===== config.mk =====
export PLATFORM = sky130hd
export DESIGN_NAME = keypad_scanner
export DESIGN_NICKNAME = d
export VERILOG_FILES = /design/src/rtl/keypad_pkg.sv /design/src/rtl/keypad_scan_tick.sv /design/src/rtl/keypad_scanner.sv
export SDC_FILE = /design/constraint.sdc
export NUM_CORES = 1
export LEC_CHECK = 0
export BUFFER_PORTS_ARGS = -buffer_cell sky130_fd_sc_hd__buf_2
export CAP_MARGIN = 20
export CORE_MARGIN = 2
export CORE_UTILIZATION = 28
export CTS_CLUSTER_SIZE = 24
export DETAILED_ROUTE_END_ITERATION = 7
export PLACE_DENSITY_LB_ADDON = 0.2
export SLEW_MARGIN = 20
export SYNTH_ARGS = -nofsm -noshare
export SYNTH_HDL_FRONTEND = slang
export SYNTH_SLANG_ARGS = --single-unit

===== constraint.sdc =====
create_clock -name clk -period 2.9 [get_ports clk]
set_clock_uncertainty 0.15 [all_clocks]
set_input_delay 0.58 -clock clk [delete_from_list [all_inputs] [get_ports clk]]
set_output_delay 0.58 -clock clk [all_outputs]
set_load 0.02 [all_outputs]

===== src/rtl/keypad_pkg.sv =====
// rtl/keypad_pkg.sv - shared state encoding, row drive and ASCII map for the keypad scanner
package keypad_pkg;

    typedef enum logic [1:0] {
        SCAN     = 2'd0,
        DEBOUNCE = 2'd1,
        HELD     = 2'd2
    } state_t;

    localparam logic [3:0] ROW_N_RESET = 4'b1110;

    function automatic logic [3:0] row_drive(input logic [1:0] idx);
        return ~(4'b0001 << idx);
    endfunction

    // A sample counts only when exactly one column is pulled low.
    function automatic logic col_one_low(input logic [3:0] col_n);
        case (col_n)
            4'b1110, 4'b1101, 4'b1011, 4'b0111: return 1'b1;
            default:                            return 1'b0;
        endcase
    endfunction

    function automatic logic [1:0] col_index(input logic [3:0] col_n);
        case (col_n)
            4'b1101: return 2'd1;
            4'b1011: return 2'd2;
            4'b0111: return 2'd3;
            default: return 2'd0;
        endcase
    endfunction

    function automatic logic [7:0] key_ascii(input logic [1:0] row, input logic [1:0] col);
        case ({row, col})
            4'd0:    return 8'h31;
            4'd1:    return 8'h32;
            4'd2:    return 8'h33;
            4'd3:    return 8'h41;
            4'd4:    return 8'h34;
            4'd5:    return 8'h35;
            4'd6:    return 8'h36;
            4'd7:    return 8'h42;
            4'd8:    return 8'h37;
            4'd9:    return 8'h38;
            4'd10:   return 8'h39;
            4'd11:   return 8'h43;
            4'd12:   return 8'h2A;
            4'd13:   return 8'h30;
            4'd14:   return 8'h23;
            default: return 8'h44;
        endcase
    endfunction

endpackage


===== src/rtl/keypad_scan_tick.sv =====
// rtl/keypad_scan_tick.sv - SCAN_DIV prescaler producing a one-clock scan tick at wrap
module keypad_scan_tick import keypad_pkg::*; #(
    parameter int SCAN_DIV = 50000
) (
    input  logic clk,
    input  logic rst,
    output logic tick
);

    localparam int DW = (SCAN_DIV > 1) ? $clog2(SCAN_DIV) : 1;
    localparam logic [DW-1:0] LAST = DW'(SCAN_DIV - 1);

    logic [DW-1:0] div_cnt;

    always_ff @(posedge clk or negedge rst) begin
        if (!rst) begin
            div_cnt <= '0;
        end else if (div_cnt == LAST) begin
            div_cnt <= '0;
        end else begin
            div_cnt <= div_cnt + DW'(1);
        end
    end

    assign tick = (div_cnt == LAST);

endmodule


===== src/rtl/keypad_scanner.sv =====
// rtl/keypad_scanner.sv - 4x4 keypad row scanner with debounce and one strobe per press
// Optional auto-repeat while held: define KEYPAD_REPEAT_EN.
module keypad_scanner import keypad_pkg::*; #(
    parameter int SCAN_DIV     = 50000,
    parameter int DEBOUNCE_CNT = 20,
    parameter int REPEAT_DELAY = 50,
    parameter int REPEAT_RATE  = 10
) (
    input  logic       clk,
    input  logic       rst,
    input  logic [3:0] col_n,
    output logic [3:0] row_n,
    output logic [7:0] key_code,
    output logic       key_trigger,
    output logic       key_busy
);

    localparam int CW = $clog2(DEBOUNCE_CNT + 1);
    localparam logic [CW-1:0] CNT_DONE = CW'(DEBOUNCE_CNT);

    logic          tick;
    logic [3:0]    col_meta;
    logic [3:0]    col_sync;
    state_t        state;
    logic [1:0]    row_idx;
    logic [1:0]    col_lat;
    logic [CW-1:0] deb_cnt;
    logic [CW-1:0] rel_cnt;
    logic          sample_ok;
    logic [1:0]    sample_col;
    logic [1:0]    next_row;

`ifdef KEYPAD_REPEAT_EN
    localparam int RMAX = (REPEAT_DELAY > REPEAT_RATE) ? REPEAT_DELAY : REPEAT_RATE;
    localparam int RW   = $clog2(RMAX + 1);

    logic [RW-1:0] rep_cnt;
    logic          rep_first;
    logic [RW-1:0] rep_next;
    logic [RW-1:0] rep_limit;

    assign rep_next  = rep_cnt + RW'(1);
    assign rep_limit = rep_first ? RW'(REPEAT_DELAY) : RW'(REPEAT_RATE);
`endif

    keypad_scan_tick #(.SCAN_DIV(SCAN_DIV)) u_tick (
        .clk  (clk),
        .rst  (rst),
        .tick (tick)
    );

    always_ff @(posedge clk or negedge rst) begin
        if (!rst) begin
            col_meta <= 4'hF;
            col_sync <= 4'hF;
        end else begin
            col_meta <= col_n;
            col_sync <= col_meta;
        end
    end

    assign sample_ok  = col_one_low(col_sync);
    assign sample_col = col_index(col_sync);
    assign next_row   = row_idx + 2'd1;

    always_ff @(posedge clk or negedge rst) begin
        if (!rst) begin
            state       <= SCAN;
            row_idx     <= 2'd0;
            row_n       <= ROW_N_RESET;
            col_lat     <= 2'd0;
            deb_cnt     <= '0;
            rel_cnt     <= '0;
            key_code    <= 8'h00;
            key_trigger <= 1'b0;
            key_busy    <= 1'b0;
`ifdef KEYPAD_REPEAT_EN
            rep_cnt     <= '0;
            rep_first   <= 1'b1;
`endif
        end else begin
            key_trigger <= 1'b0;
            if (tick) begin
                unique case (state)
                    SCAN: begin
                        if (sample_ok) begin
                            col_lat  <= sample_col;
                            key_busy <= 1'b1;
                            if (CNT_DONE == CW'(1)) begin
                                key_code    <= key_ascii(row_idx, sample_col);
                                key_trigger <= 1'b1;
                                deb_cnt     <= '0;
                                rel_cnt     <= '0;
                                state       <= HELD;
                            end else begin
                                deb_cnt <= CW'(1);
                                state   <= DEBOUNCE;
                            end
                        end else begin
                            row_idx <= next_row;
                            row_n   <= row_drive(next_row);
                        end
                    end
                    DEBOUNCE: begin
                        if (sample_ok && sample_col == col_lat) begin
                            if (deb_cnt + CW'(1) == CNT_DONE) begin
                                key_code    <= key_ascii(row_idx, col_lat);
                                key_trigger <= 1'b1;
                                deb_cnt     <= '0;
                                rel_cnt     <= '0;
                                state       <= HELD;
                            end else begin
                                deb_cnt <= deb_cnt + CW'(1);
                            end
                        end else begin
                            deb_cnt  <= '0;
                            key_busy <= 1'b0;
                            state    <= SCAN;
                            row_idx  <= next_row;
                            row_n    <= row_drive(next_row);
                        end
                    end
                    HELD: begin
                        if (col_sync[col_lat]) begin
`ifdef KEYPAD_REPEAT_EN
                            rep_cnt   <= '0;
                            rep_first <= 1'b1;
`endif
                            if (rel_cnt + CW'(1) == CNT_DONE) begin
                                rel_cnt  <= '0;
                                key_busy <= 1'b0;
                                state    <= SCAN;
                                row_idx  <= next_row;
                                row_n    <= row_drive(next_row);
                            end else begin
                                rel_cnt <= rel_cnt + CW'(1);
                            end
                        end else begin
                            rel_cnt <= '0;
`ifdef KEYPAD_REPEAT_EN
                            // First repeat after REPEAT_DELAY ticks, then every REPEAT_RATE.
                            if (rep_next == rep_limit) begin
                                key_trigger <= 1'b1;
                                rep_cnt     <= '0;
                                rep_first   <= 1'b0;
                            end else begin
                                rep_cnt <= rep_next;
                            end
`endif
                        end
                    end
                    default: begin
                        state    <= SCAN;
                        key_busy <= 1'b0;
                    end
                endcase
            end
        end
    end

endmodule

Word level (Yosys, flattened, before mapping)
Memories as Yosys holds them, arrays and structs flattened. A register that Yosys moved wholly into a read port is not among the register bits.
Index checks and enable logic that the tools add are counted.
{"block": "word_totals", "romBits": 112, "out_inout_bits": 14, "register_bits": 54, "word_cells": 91, "mem_count": 1}
{"memory": "(no name shown)", "words": 16, "word_bits": 7, "rd": 1, "rd_clocked_by_memory_dff": 1, "write_ports": 0, "line": "keypad_pkg.sv:34", "rtl": "case ({row, col})"}
{"block": "op_classes", "n_lt_le_gt_ge": 1, "mux": 39, "shifts": 1, "bitwise": 1, "reduce_logical": 14, "n_eq_ne": 18, "n_addsub": 4}
{"op": "$mux W5", "n": 7}
{"op": "$pmux W5 S2", "n": 2}
{"op": "$mux W2", "n": 9}
{"op": "$pmux W2 S3", "n": 3}
{"op": "$add A16 B1 Y16 const B", "n": 1}
{"op": "$eq A16 B16 Y1 const B", "n": 1}
{"op": "$mux W16", "n": 1}
{"op": "$mux W4", "n": 4}
{"op": "$ne A2 B2 Y1 const B", "n": 7}
{"op": "$eq A4 B4 Y1 const B", "n": 3}
{"op": "$pmux W4 S3", "n": 1}
{"op": "$add A5 B1 Y5 const B", "n": 2}
{"op": "$eq A5 B5 Y1 const B", "n": 2}
{"op": "$mux W1", "n": 10}
{"op": "$reduce_and A5 Y1", "n": 2}
{"op": "$reduce_and A4 Y1", "n": 2}
{"op": "$reduce_and A3 Y1", "n": 2}
{"op": "$reduce_and A6 Y1", "n": 1}
{"op": "$eq A4 B3 Y1 const B", "n": 1}
{"op": "$not A4 Y4", "n": 1}
{"op": "$reduce_bool A2 Y1", "n": 2}
{"op": "$reduce_or A4 Y1", "n": 1}
{"op": "$shl A1 B2 Y4 const A", "n": 1}
{"op": "$lt A2 B3 Y1 const B", "n": 1}
{"op": "other kinds (11)", "n": 11}

Longest topological paths before layout
{"block": "depth", "ltp_word": 7, "mapped_depth": 7}

Cells and area by module
From an unflattened synthesis, not the netlist that was laid out.
{"block": "unflattened", "cells_unflattened": 265, "area_unflattened_um2": 2871.5}
{"mod": "keypad_scanner", "area_per_inst_um2": 2109.5, "cells_each": 198, "n_inst": 1, "seq_area_each_um2": 939.7}
{"mod": "keypad_scan_tick", "area_per_inst_um2": 762.0, "cells_each": 67, "n_inst": 1, "seq_area_each_um2": 400.4}

Least setup slack after synthesis
OpenSTA, ideal clock, no wires.
{"block": "synth_timing", "path_type": "register to register", "startpoint": "reg col_sync[1]", "endpoint": "reg row_idx[1]", "setup_ns": 0.125, "arrival_ns": 2.117, "setup_slack_ns": 0.508, "period_less_slack_ns": 2.392, "stages_incl_launch_ff": 7, "path_cell_list": "dfstp_2 -> clkbuf_8 -> or4b_1 -> a21oi_1 -> nor3_1 -> o2111ai_4 -> mux2_2"}
{"block": "synth_between", "elab_chain_cells": 6, "elab_cells_between_ends": 15, "classes_between": "eq/ne: 8; mux: 4; reduce/logical: 3"}
{"item": "from (decl)", "line": "keypad_scanner.sv:23", "rtl": "logic [3:0] col_sync;"}
{"item": "from (signal assigned)", "line": "keypad_scanner.sv:58", "rtl": "col_sync <= col_meta;"}
{"item": "$eq A4 B3 Y1, or another cell as far along", "line": "keypad_pkg.sv:18, keypad_pkg.sv:25"}
{"item": "$pmux W2 S3 / $reduce_or A4 Y1 (equally long branches)", "line": "keypad_pkg.sv:25, keypad_pkg.sv:18"}
{"item": "$eq A2 B2 Y1 / $mux W1 (equally long branches)", "line": "keypad_scanner.sv:105, keypad_pkg.sv:18"}
{"item": "$logic_and A1 B1 Y1", "line": "keypad_scanner.sv:105", "rtl": "if (sample_ok && sample_col == col_lat) begin"}
{"item": "$ne A2 B2 Y1 (no line)"}
{"item": "$reduce_and A6 Y1 (no line) (*)"}
{"item": "to (signal assigned)", "line": "keypad_scanner.sv:100", "rtl": "row_idx <= next_row;"}
{"item": "to (signal assigned)", "line": "keypad_scanner.sv:119", "rtl": "row_idx <= next_row;"}
{"item": "to (signal assigned)", "line": "keypad_scanner.sv:133", "rtl": "row_idx <= next_row;"}
{"item": "to (decl)", "line": "keypad_scanner.sv:25", "rtl": "logic [1:0] row_idx;"}
Mark *: on every way between the ends. The rest lies on a longest branch, timed or not. The select of a mux whose other input is x is not followed.
A chain may end at the register's enable or synchronous reset.

Worst setup path after layout
Ends and elaborated chain as after synthesis.

==> reports/results.tsv <==
stage	metric	value	unit
status	run status	finished clean	
worst_setup_path	startpoint of the worst register-to-register path	col_sync[1]	
grt	via count of the first global-routing pass	1986	
floorplanning	initial cell density of the core	0.2871	
worst_setup_path	Max FO, Critical Path	10	
clocking	CTS tree	built	
worst_setup_path	critical setup path kind	reg2reg	
synthesis	post-synthesis instance total	282	
floorplanning	core area	10320	um^2
floorplanning	Horiz. Die Dim	106.9	um
synthesis	share of the synthesized area in the top cell type	0.3546	
clocking	count of hold buffers inserted by post-cts repair	0	
clocking	TritonCTS Buffers	5	
timing	slew at the pin closest to its max-slew limit	0.6718	ns
hold_path	type of the most critical hold path	reg2reg	
placed_design	GPL Wtd Cong	0.8004	
placed_design	Post-Place Cell Area	3163	um^2
synthesis	syn nets	301	
cells_and_area	post-route cell area	3249	um^2
timing	number of hold violations in the final report	0	
worst_setup_path	R2R Setup Slk	0.40	ns
cells_and_area	fraction of layout cells with a size suffix above 1	0.1827	
clocking	clock transition time at the flip-flop clock pins of the worst setup and hold paths	0.10	ns
cells_and_area	number of nets in the finished design	319	
synthesis	number of enable-type register cells in the synthesized netlist	0	
grt	wire length of the first global-routing pass	9535	um
placed_design	total of buffers placed on input and output ports	18	
detailed_routing	ratio of routed vias to standard cells	4.698	
worst_setup_path	worst setup path endpoint	row_idx[1]	
timing	Highest Clock Rate	399.4	MHz
timing	Total Neg Setup Slack	0	ns
worst_setup_path	CP Data Required Time	2.95	ns
cells_and_area	diodes inserted	0	
grt	antenna violations before repair	0	
clocking	root buffer cell	clkbuf_8	
power_and_ir_drop	power density over cell area	374.4	nW/um^2
timing	unrepaired setup endpoints after global routing	no	
worst_setup_path	terminus of the critical flop-to-flop path	row_idx[1]	
worst_setup_path	Arr. time, crit path	2.55	ns
floorplanning	die extent in y	106.9	um
detailed_routing	DR pass1 iterations	4	
synthesis	Main synth FF type	dfrtp_1	
synthesis	sequential share of the synthesized area	0.4521	
synthesis	yosys synthesis warning count	0	
synthesis	dominant cells by area after synthesis	dfrtp_1 35%, dfstp_2 9.8%, ha_1 5.5%	
clocking	count of clock tree sinks	53	
synthesis	post-synth top area cell	dfrtp_1	
synthesis	Mapped Avg Cell Area	10.51	um^2
synthesis	proportion of register bits with asynchronous set or reset after synthesis	1.000	
grt	gr usage total	0.1037	
worst_setup_path	nature of the critical path startpoint	register	
detailed_routing	number of design-rule violations left by the first detailed-router iteration	66	
worst_setup_path	Critical Path Source	col_sync[1]	
detailed_routing	total wirelength of the detailed-routed design	5499	um
clocking	H-tree lvl count	2	
clocking	setup bufs post-CTS	0	
power_and_ir_drop	Worst IR Drop VDD	0.2010	mV
detailed_routing	Vias	2053	
placed_design	Detailed Place HPWL	3942	um
timing	Final Critical Period	2.504	ns
power_and_ir_drop	Power, Total	1217	uW
synthesis	FF+latch count, synth	53	
cells_and_area	filler cell count in the final layout	1075	
detailed_routing	total DRC errors in the routed layout	0	
timing	final slew viol count	0	
floorplanning	I/O pins	20	
detailed_routing	Wirelength per Cell	12.58	um
synthesis	post-synth cell types	62	
synthesis	mapped cell area	2964	um^2
timing	final worst-path cycle share	0.8633	
floorplanning	floorplan die area	11430	um^2
worst_setup_path	Worst R2R Path Depth	5	
detailed_routing	number of nets with antenna violations after routing	0	
grt	Overflow after GRT	0	
timing	max-slew headroom at the worst pin	0.5521	
flow_run	Max-cap violations	0	
cells_and_area	post-synthesis to final-layout area growth	9.624	%
timing	number of setup violations in the final report	0	
power_and_ir_drop	Leakage Power	0.001406	uW
clocking	deepest clock path buffer count	2	
timing	hold_ws	0.2124	ns
floorplanning	Placement Rows	37	
grt	maximum number of pins on one net before global-route repair	54	
clocking	number of gates resized after cts	0	
worst_setup_path	category of the worst setup path capture point	register	
clocking	clk_lat worst skew	0.30	ns
-- kinds of logic after synthesis --
family	Yosys count	share of synthesized area
AND/OR/NAND/NOR	92	0.1849
AO/OA/AOI/OAI	62	0.1482
flip-flops	53	0.4521
buffers and inverters	30	0.05614
XOR/XNOR	19	0.05614
adder cells (fa/ha/maj)	13	0.05488
multiplexers	12	0.04643
other	1	0.001265
-- worst min-delay path by stage --
stage / start / slack, ns / cells past startpoint / endpoint
after floorplan: rst / 0.13 / 0 / col_lat[0]
after global placement: col_meta[2] / 0.20 / 0 / col_sync[2]
after detailed placement: col_meta[2] / 0.20 / 0 / col_sync[2]
after CTS: col_n[3] / 0.21 / 1 / col_meta[3]
after global routing: col_n[3] / 0.19 / 1 / col_meta[3]
final: col_meta[2] / 0.21 / 0 / col_sync[2]
-- worst max-delay path, stage by stage (launching register included) --
cell	delay (ns)
dfstp_2	0.64
or4b_1	0.48
a21oi_1	0.29
nor3_1	0.13
o2111ai_4	0.34
mux2_2	0.37
-- power by group --
| part | leakage [uW] | total, uW | switching (uW) | internal [uW] |
|---|---|---|---|---|
| logic | 0.000672 | 35.7 | 24.1 | 11.6 |
| registers | 0.000688 | 757 | 7.93 | 749 |
| clock network | 0.0000456 | 424 | 251 | 173 |
-- sequential cells by signal, indices dropped and copies added (netlist names) --
name and cells:
rel_cnt 5, row_idx 2, deb_cnt 5, key_code 7, key_busy 1, col_lat 2
col_sync 4, row_n 4, u_tick.div_cnt 16, state 2, col_meta 4, key_trigger 1
-- routing by layer --
metal | vias to the layer above | GRT usage | part of all wire
li1 | 1040 | - | -
met4 | 0 | 0.02783 | 0.0078
met3 | 2 | 0.02188 | 0.027
met5 | - | 0 | 0
met2 | 28 | 0.1583 | 0.44
met1 | 983 | 0.1489 | 0.52
-- placed cells by master (no fill, tap or decap), types with 2 or more instances in the layout --
cell,instances
nand2_1,25
and4_1,3
a211oi_1,2
ha_1,13
nand4_1,3
or4_1,2
and3_1,2
o2111ai_1,2
nand3_1,11
clkbuf_8,5
o21ai_0,23
nor2_1,17
o211ai_1,3
nor3_1,3
dfstp_2,11
nand4b_1,2
mux2i_1,7
or4bb_1,2
nand3b_1,2
nor4_4,2
and2_1,2
a21o_1,2
o41ai_1,2
mux2_2,4
xnor2_1,12
xor2_1,7
a21oi_1,13
dfrtp_1,42
nor2b_1,6
buf_2,18
buf_4,5
inv_1,18
-- cells in the mapped netlist, drive strengths merged (3+ instances only) --
| library cell | instances |
|---|---|
| ha | 13 |
| dfstp | 11 |
| mux2 | 4 |
| or4 | 3 |
| a21oi | 13 |
| clkbuf | 9 |
| o21ai | 24 |
| o211ai | 3 |
| nand4 | 3 |
| xnor2 | 12 |
| nor2b | 6 |
| nor4 | 3 |
| nand2 | 25 |
| o2111ai | 3 |
| nor2 | 17 |
| mux2i | 7 |
| xor2 | 7 |
| nor3 | 3 |
| buf | 3 |
| and4 | 3 |
| dfrtp | 42 |
| nand3 | 11 |
| inv | 18 |
-- final cells by class --
cell class | instances | area (um^2) | share of cell area
repair buffers | 23 | 127.6 | 0.03928
flip-flops and latches | 53 | 1340 | 0.4124
clock buffers | 6 | 72.57 | 0.02233
clock inverters | 2 | 13.76 | 0.004236
well taps | 136 | 170.2 | 0.05237
multi-input cells | 199 | 1458 | 0.4486
inverters | 18 | 67.56 | 0.02079
-- metrics by stage --
step / setup slack, ns / instances / util
floorplan: 0.5081 / 282 / -
global placement: 0.4271 / 429 / 0.3064
detailed placement: 0.4073 / 429 / 0.3064
CTS: 0.3877 / 437 / 0.3148
global route: 0.2338 / 437 / 0.3148
finish: 0.3964 / 437 / 0.3148
Note: power is estimated with default switching activity, not from simulation.
